==> src/rtl/ps2_pkg.sv <==
// rtl/ps2_pkg.sv - scan-code constants and receiver state type
package ps2_pkg;

    localparam logic [7:0] SC_EXT  = 8'hE0;
    localparam logic [7:0] SC_BRK  = 8'hF0;
    localparam logic [7:0] SC_W    = 8'h1D;
    localparam logic [7:0] SC_S    = 8'h1B;
    localparam logic [7:0] SC_UP   = 8'h75;
    localparam logic [7:0] SC_DOWN = 8'h72;

    typedef enum logic [1:0] {
        IDLE,
        DATA,
        PARITY,
        STOP
    } rx_state_t;

endpackage

==> src/rtl/ps2_rx.sv <==
// rtl/ps2_rx.sv - PS/2 frame receiver with synchroniser, clock glitch filter and timeout
module ps2_rx
    import ps2_pkg::*;
#(
    parameter int FILTER_CYCLES  = 8,
    parameter int TIMEOUT_CYCLES = 50000
) (
    input  logic       clk,
    input  logic       rst,
    input  logic       ps2_clk,
    input  logic       ps2_dat,
    output logic [7:0] code,
    output logic       code_valid,
    output logic       frame_err
);

    localparam int FW = $clog2(FILTER_CYCLES + 1);
    localparam int TW = $clog2(TIMEOUT_CYCLES);
    localparam logic [FW-1:0] FILT_MAX = FW'(FILTER_CYCLES - 1);
    localparam logic [TW-1:0] TOUT_MAX = TW'(TIMEOUT_CYCLES - 1);

    logic          clk_s1, clk_s2, dat_s1, dat_s2;
    logic          filt_clk;
    logic [FW-1:0] filt_cnt;
    logic          sample_ev;

    rx_state_t     state_q, state_d;
    logic [2:0]    bit_q, bit_d;
    logic [7:0]    shift_q, shift_d;
    logic          par_q, par_d;
    logic [TW-1:0] tout_q, tout_d;
    logic [7:0]    code_d;
    logic          valid_d, err_d;

    // Two-flop synchronisers for the asynchronous pin inputs
    always_ff @(posedge clk or posedge rst) begin
        if (rst) begin
            clk_s1 <= 1'b1;
            clk_s2 <= 1'b1;
            dat_s1 <= 1'b1;
            dat_s2 <= 1'b1;
        end else begin
            clk_s1 <= ps2_clk;
            clk_s2 <= clk_s1;
            dat_s1 <= ps2_dat;
            dat_s2 <= dat_s1;
        end
    end

    // Filtered clock flips only after FILTER_CYCLES consecutive differing samples
    always_ff @(posedge clk or posedge rst) begin
        if (rst) begin
            filt_clk <= 1'b1;
            filt_cnt <= '0;
        end else if (clk_s2 == filt_clk) begin
            filt_cnt <= '0;
        end else if (filt_cnt == FILT_MAX) begin
            filt_clk <= clk_s2;
            filt_cnt <= '0;
        end else begin
            filt_cnt <= filt_cnt + FW'(1);
        end
    end

    // The cycle in which the filtered clock accepts a falling edge
    assign sample_ev = filt_clk & ~clk_s2 & (filt_cnt == FILT_MAX);

    // Frame state, shift register, timeout counter and registered strobes
    always_ff @(posedge clk or posedge rst) begin
        if (rst) begin
            state_q    <= IDLE;
            bit_q      <= '0;
            shift_q    <= '0;
            par_q      <= 1'b0;
            tout_q     <= '0;
            code       <= '0;
            code_valid <= 1'b0;
            frame_err  <= 1'b0;
        end else begin
            state_q    <= state_d;
            bit_q      <= bit_d;
            shift_q    <= shift_d;
            par_q      <= par_d;
            tout_q     <= tout_d;
            code       <= code_d;
            code_valid <= valid_d;
            frame_err  <= err_d;
        end
    end

    // Next-state logic: start, 8 data bits LSB first, odd parity, stop
    always_comb begin
        state_d = state_q;
        bit_d   = bit_q;
        shift_d = shift_q;
        par_d   = par_q;
        code_d  = code;
        valid_d = 1'b0;
        err_d   = 1'b0;
        tout_d  = (state_q == IDLE || sample_ev) ? '0 : tout_q + TW'(1);

        case (state_q)
            IDLE: begin
                if (sample_ev && !dat_s2) begin
                    state_d = DATA;
                    bit_d   = '0;
                end
            end
            DATA: begin
                if (sample_ev) begin
                    shift_d = {dat_s2, shift_q[7:1]};
                    if (bit_q == 3'd7) begin
                        bit_d   = '0;
                        state_d = PARITY;
                    end else begin
                        bit_d = bit_q + 3'd1;
                    end
                end
            end
            PARITY: begin
                if (sample_ev) begin
                    par_d   = dat_s2;
                    state_d = STOP;
                end
            end
            STOP: begin
                if (sample_ev) begin
                    state_d = IDLE;
                    if (dat_s2 && (^{shift_q, par_q})) begin
                        code_d  = shift_q;
                        valid_d = 1'b1;
                    end else begin
                        err_d = 1'b1;
                    end
                end
            end
            default: state_d = IDLE;
        endcase

        // A stalled frame is abandoned so the next start bit is not misframed
        if (state_q != IDLE && !sample_ev && tout_q == TOUT_MAX) begin
            state_d = IDLE;
            err_d   = 1'b1;
            tout_d  = '0;
        end
    end

endmodule

==> src/rtl/ps2_pad_keys.sv <==
// rtl/ps2_pad_keys.sv - PS/2 keyboard to active-low paddle key decoder
module ps2_pad_keys
    import ps2_pkg::*;
#(
    parameter int FILTER_CYCLES  = 8,
    parameter int TIMEOUT_CYCLES = 50000
) (
    input  logic       clk,
    input  logic       rst,
    input  logic       ps2_clk,
    input  logic       ps2_dat,
    output logic [1:0] keys_left,
    output logic [1:0] keys_right,
    output logic [7:0] code,
    output logic       code_valid,
    output logic       frame_err
);

    logic ext, brk;

    ps2_rx #(
        .FILTER_CYCLES  (FILTER_CYCLES),
        .TIMEOUT_CYCLES (TIMEOUT_CYCLES)
    ) u_rx (
        .clk        (clk),
        .rst        (rst),
        .ps2_clk    (ps2_clk),
        .ps2_dat    (ps2_dat),
        .code       (code),
        .code_valid (code_valid),
        .frame_err  (frame_err)
    );

    // Prefix tracking and key update; a broken frame drops any pending prefix
    always_ff @(posedge clk or posedge rst) begin
        if (rst) begin
            ext        <= 1'b0;
            brk        <= 1'b0;
            keys_left  <= 2'b11;
            keys_right <= 2'b11;
        end else if (frame_err) begin
            ext <= 1'b0;
            brk <= 1'b0;
        end else if (code_valid) begin
            if (code == SC_EXT) begin
                ext <= 1'b1;
            end else if (code == SC_BRK) begin
                brk <= 1'b1;
            end else begin
                case ({ext, code})
                    {1'b0, SC_W}:    keys_left[1]  <= brk;
                    {1'b0, SC_S}:    keys_left[0]  <= brk;
                    {1'b1, SC_UP}:   keys_right[1] <= brk;
                    {1'b1, SC_DOWN}: keys_right[0] <= brk;
                    default: ;
                endcase
                ext <= 1'b0;
                brk <= 1'b0;
            end
        end
    end

endmodule

==> config.mk <==
export PLATFORM = sky130hd
export DESIGN_NAME = ps2_pad_keys
export DESIGN_NICKNAME = d
export VERILOG_FILES = /design/src/rtl/ps2_pkg.sv /design/src/rtl/ps2_rx.sv /design/src/rtl/ps2_pad_keys.sv
export SDC_FILE = /design/constraint.sdc
export NUM_CORES = 1
export LEC_CHECK = 0
export ABC_AREA = 0
export BUFFER_PORTS_ARGS = -buffer_cell sky130_fd_sc_hd__buf_2
export CORE_ASPECT_RATIO = 1.25
export CORE_MARGIN = 3
export CORE_UTILIZATION = 35
export DETAILED_ROUTE_END_ITERATION = 6
export GPL_TIMING_DRIVEN = 0
export PLACE_DENSITY = 0.5
export SYNTH_ARGS = -nofsm -noshare
export SYNTH_HDL_FRONTEND = slang
export SYNTH_HIERARCHICAL = 1
export SYNTH_SLANG_ARGS = --single-unit
==> constraint.sdc <==
create_clock -name clk -period 4.6 [get_ports clk]
set_clock_uncertainty 0.05 [all_clocks]
set_input_delay 0.92 -clock clk [delete_from_list [all_inputs] [get_ports clk]]
set_output_delay 0.92 -clock clk [all_outputs]
set_load 0.01 [all_outputs]
==> key figures <==
Detailed routing
  • Wire per inst: 13.52 um
  • Routed Antenna Nets: 0
  • Final WL: 4.625 mm
  • Vias: 1701
  • Pre-antenna DRT Iters: 4
  • DRC: 0
  • DR iter-0 viols: 113
  • Vias per cell: 4.974

Placed design
  • Dpl ws: 2.402 ns
  • Count of port buffers added during placement: 17
  • Gpl congestion: 0.7447
  • Dpl hpwl: 3.375 mm
  • Placed cells: 334

Synth
  • Synth Warn #: 6
  • Top cell type's share of synthesized area: 44.47%
  • Mapped Area: 2589 um^2
  • Post-Syn Instances: 226
  • Synth area leader: dfrtp_1
  • Synth cell types: 41
  • Sequential area share after synthesis: 53.60%
  • Area contributors post-synth: dfrtp_1, dfstp_2, mux2_2
  • Syn avg cell area: 11.45 um^2
  • Seq cells post-synth: 55
  • Post-synth net total: 240

Die
  • Die width: 82.92 um
  • Core area: 7062 um^2
  • Die ar.: 8471 um^2
  • Cell Rows: 34
  • Initial Utilization: 36.66%
  • Top-level I/O count: 18
  • Die height: 102.2 um

Cells and area
  • Final #Nets: 265
  • Area delta synth->final: 13.68%
  • Antenna cell count: 0
  • Proportion of layout cells with a drive suffix above 1: 23.02%
  • Final Util: 41.67%
  • Final Non-Filler Cells: 342
  • Sequential Area: 1388 um^2
  • Multi-input gate area: 1151 um^2
  • Fill cells: 708

STA
  • Sum Neg Setup Slack: 0 ns
  • Final worst-path cycle share: 47.32%
  • RSZ-0062 raised after global routing: no
  • Max Freq: 459.5 MHz
  • Final setup violation count: 0
  • Hold Violations, Final: 0
  • Max Slew Vio Count: 0
  • Slew @ Worst Pin: 0.4932 ns
  • Final worst slack: 2.423 ns
  • Min Clock Period, post-route: 2.177 ns
  • Relative slew slack: 67.07%

Setup path
  • Crit-path max FO: 9
  • Worst EP required: 4.74 ns
  • CP Launch Type: flop
  • Category of the most critical setup path: flop to flop
  • Critical Path End Type: flop
  • Worst EP arrival: 2.32 ns

Clock tree
  • Max Buffers Root-to-Sink: 2
  • Clk_lat worst skew: 0.31 ns
  • Cts hold-fix bufs: 0
  • Post-cts gate resize count: 0
  • CTS clk-pin slew, worst paths: 0.09 ns
  • Post-CTS setup buffers: 0
  • H-Tree Depth: 2
  • Root buffer cell: clkbuf_8
  • Clk sink count: 55
  • TritonCTS buffer count: 5
  • CTS tree: done

Global route
  • Grt total ovfl: 0
  • First-pass GRT wire length: 8.411 mm
  • Pin count of the biggest net entering global routing: 29
  • Vias in the first global route: 1746
  • GRT Overall Usage: 12.20%
  • Initial antenna violation count: 0

Job
  • Max cap viols: 0

Pwr
  • Leakage: 0.001380 uW
  • Total power density per cell area: 383.3 nW/um^2
  • Worst vdd ir: 153.9 uV

Run status
  • Outcome: completed

Worst hold path
  • Worst hold path type: flop to flop
==> cells by family (layout without fill, tap and decap cells) <==
kind of cell               after synthesis  count (layout)  share of synthesized area, %
and+or+nand+nor                         82              82                         18.27
DFF                                     55              55                         53.60
AOI/OAI and AO/OA                       29              29                         6.477
muxes                                   19              19                         8.265
xor gates and xnor gates                18              18                         6.621
buffers and inverters                   13              39                         1.933
adders and majority gates               10              10                         4.833
==> cells in the final DEF, fill, tap and decap left out, types with 8 or more instances in the layout <==
cell type | netlist | layout
dfrtp_1 | 46 | 46
nor2_1 | 19 | 19
buf_2 | 1 | 18
nand2_1 | 18 | 18
mux2_2 | 17 | 17
o21ai_0 | 14 | 14
xnor2_1 | 11 | 11
inv_1 | 11 | 10
ha_1 | 10 | 10
nand4_1 | 9 | 9
dfstp_2 | 9 | 9
a21oi_1 | 8 | 8
==> area by class of cell <==
cell class	count	area share (%)
inverters	11	1.403
repair buffers	18	3.571
flip-flops and latches	55	47.15
clock buffers	5	2.338
plain buffers	2	0.2976
multi-input cells	158	39.12
well taps	90	3.827
clock inverters	3	2.296
==> Yosys cell counts (all sizes together) <==
cell     instances
a21boi           1
a21oi            8
a22o             1
a22oi            1
a32oi            1
and2             1
and3             3
and3b            2
and4             1
and4b            1
and4bb           2
buf              1
clkbuf           1
dfrtp           46
dfstp            9
ha              10
inv             11
mux2            19
nand2           18
nand2b           1
nand3            5
nand4            9
nand4b           1
nor2            19
nor2b            2
nor3             8
nor4b            3
nor4bb           2
o2111ai          1
o21ai           14
o31ai            1
o41ai            1
or3              4
xnor2           11
xnor3            1
xor2             6
==> final timing paths <==
| check | start | slack, ns | end | cells after the start |
|---|---|---|---|---|
| min in group asynchronous | rst | 0.48 | ext | 2 |
| max in group asynchronous | rst | 3.32 | u_rx/clk_s1 | 3 |
| min reg2reg | u_rx/clk_s1 | 0.31 | u_rx/clk_s2 | 0 |
| max reg2reg | u_rx/filt_clk | 2.42 | u_rx/code[6] | 6 |
| min | u_rx/clk_s1 | 0.31 | u_rx/clk_s2 | 0 |
| max | u_rx/filt_clk | 2.42 | u_rx/code[6] | 6 |
==> registers in the layout (all words and copies together), names as in the netlist <==
name             cells
brk                  1
u_rx/par_q           1
u_rx/state_q         2
u_rx/clk_s2          1
u_rx/shift_q         8
keys_right           2
u_rx/code_valid      1
u_rx/bit_q           3
u_rx/clk_s1          1
u_rx/filt_clk        1
u_rx/code            8
keys_left            2
u_rx/filt_cnt        4
u_rx/dat_s2          1
ext                  1
u_rx/dat_s1          1
u_rx/tout_q         16
u_rx/frame_err       1
==> worst max-delay path, stage by stage, from the launching register on <==
cell and delay, ns:
dfstp_2 0.54, ha_1 0.13, and4b_1 0.21, buf_2 0.20
nand2_1 0.12, nor3_4 0.43, mux2_2 0.39
==> metal layers <==
layer / vias up / share of wire [%] / track usage [%] / wire length [um]
li1: 853 / - / - / -
met1: 817 / 48 / 15.70 / 2198
met2: 26 / 47 / 20.00 / 2161
met3: 5 / 4.1 / 3.145 / 189
met4: 0 / 1.6 / 4.528 / 75
met5: - / 0 / 0 / 0
==> through the flow <==
step                      instance area [um^2]  total power (uW)  hold slack [ns]
after floorplan                           2589             711.3           0.2952
after global placement                    2786             764.3           0.2960
after detailed placement                  2806             766.4           0.2968
after CTS                                 2943              1153           0.3116
after global routing                      2943              1206           0.3164
final                                     2943              1128           0.3101
==> power breakdown <==
| part | switching (uW) | leakage [uW] | internal [uW] | total [uW] |
|---|---|---|---|---|
| logic | 128 | 0.000589 | 73.0 | 201 |
| registers | 29.5 | 0.000727 | 524 | 553 |
| clock network | 157 | 0.0000644 | 217 | 374 |
| total | 314 | 0.00138 | 814 | 1130 |
Power figures use the tool's default switching activity.
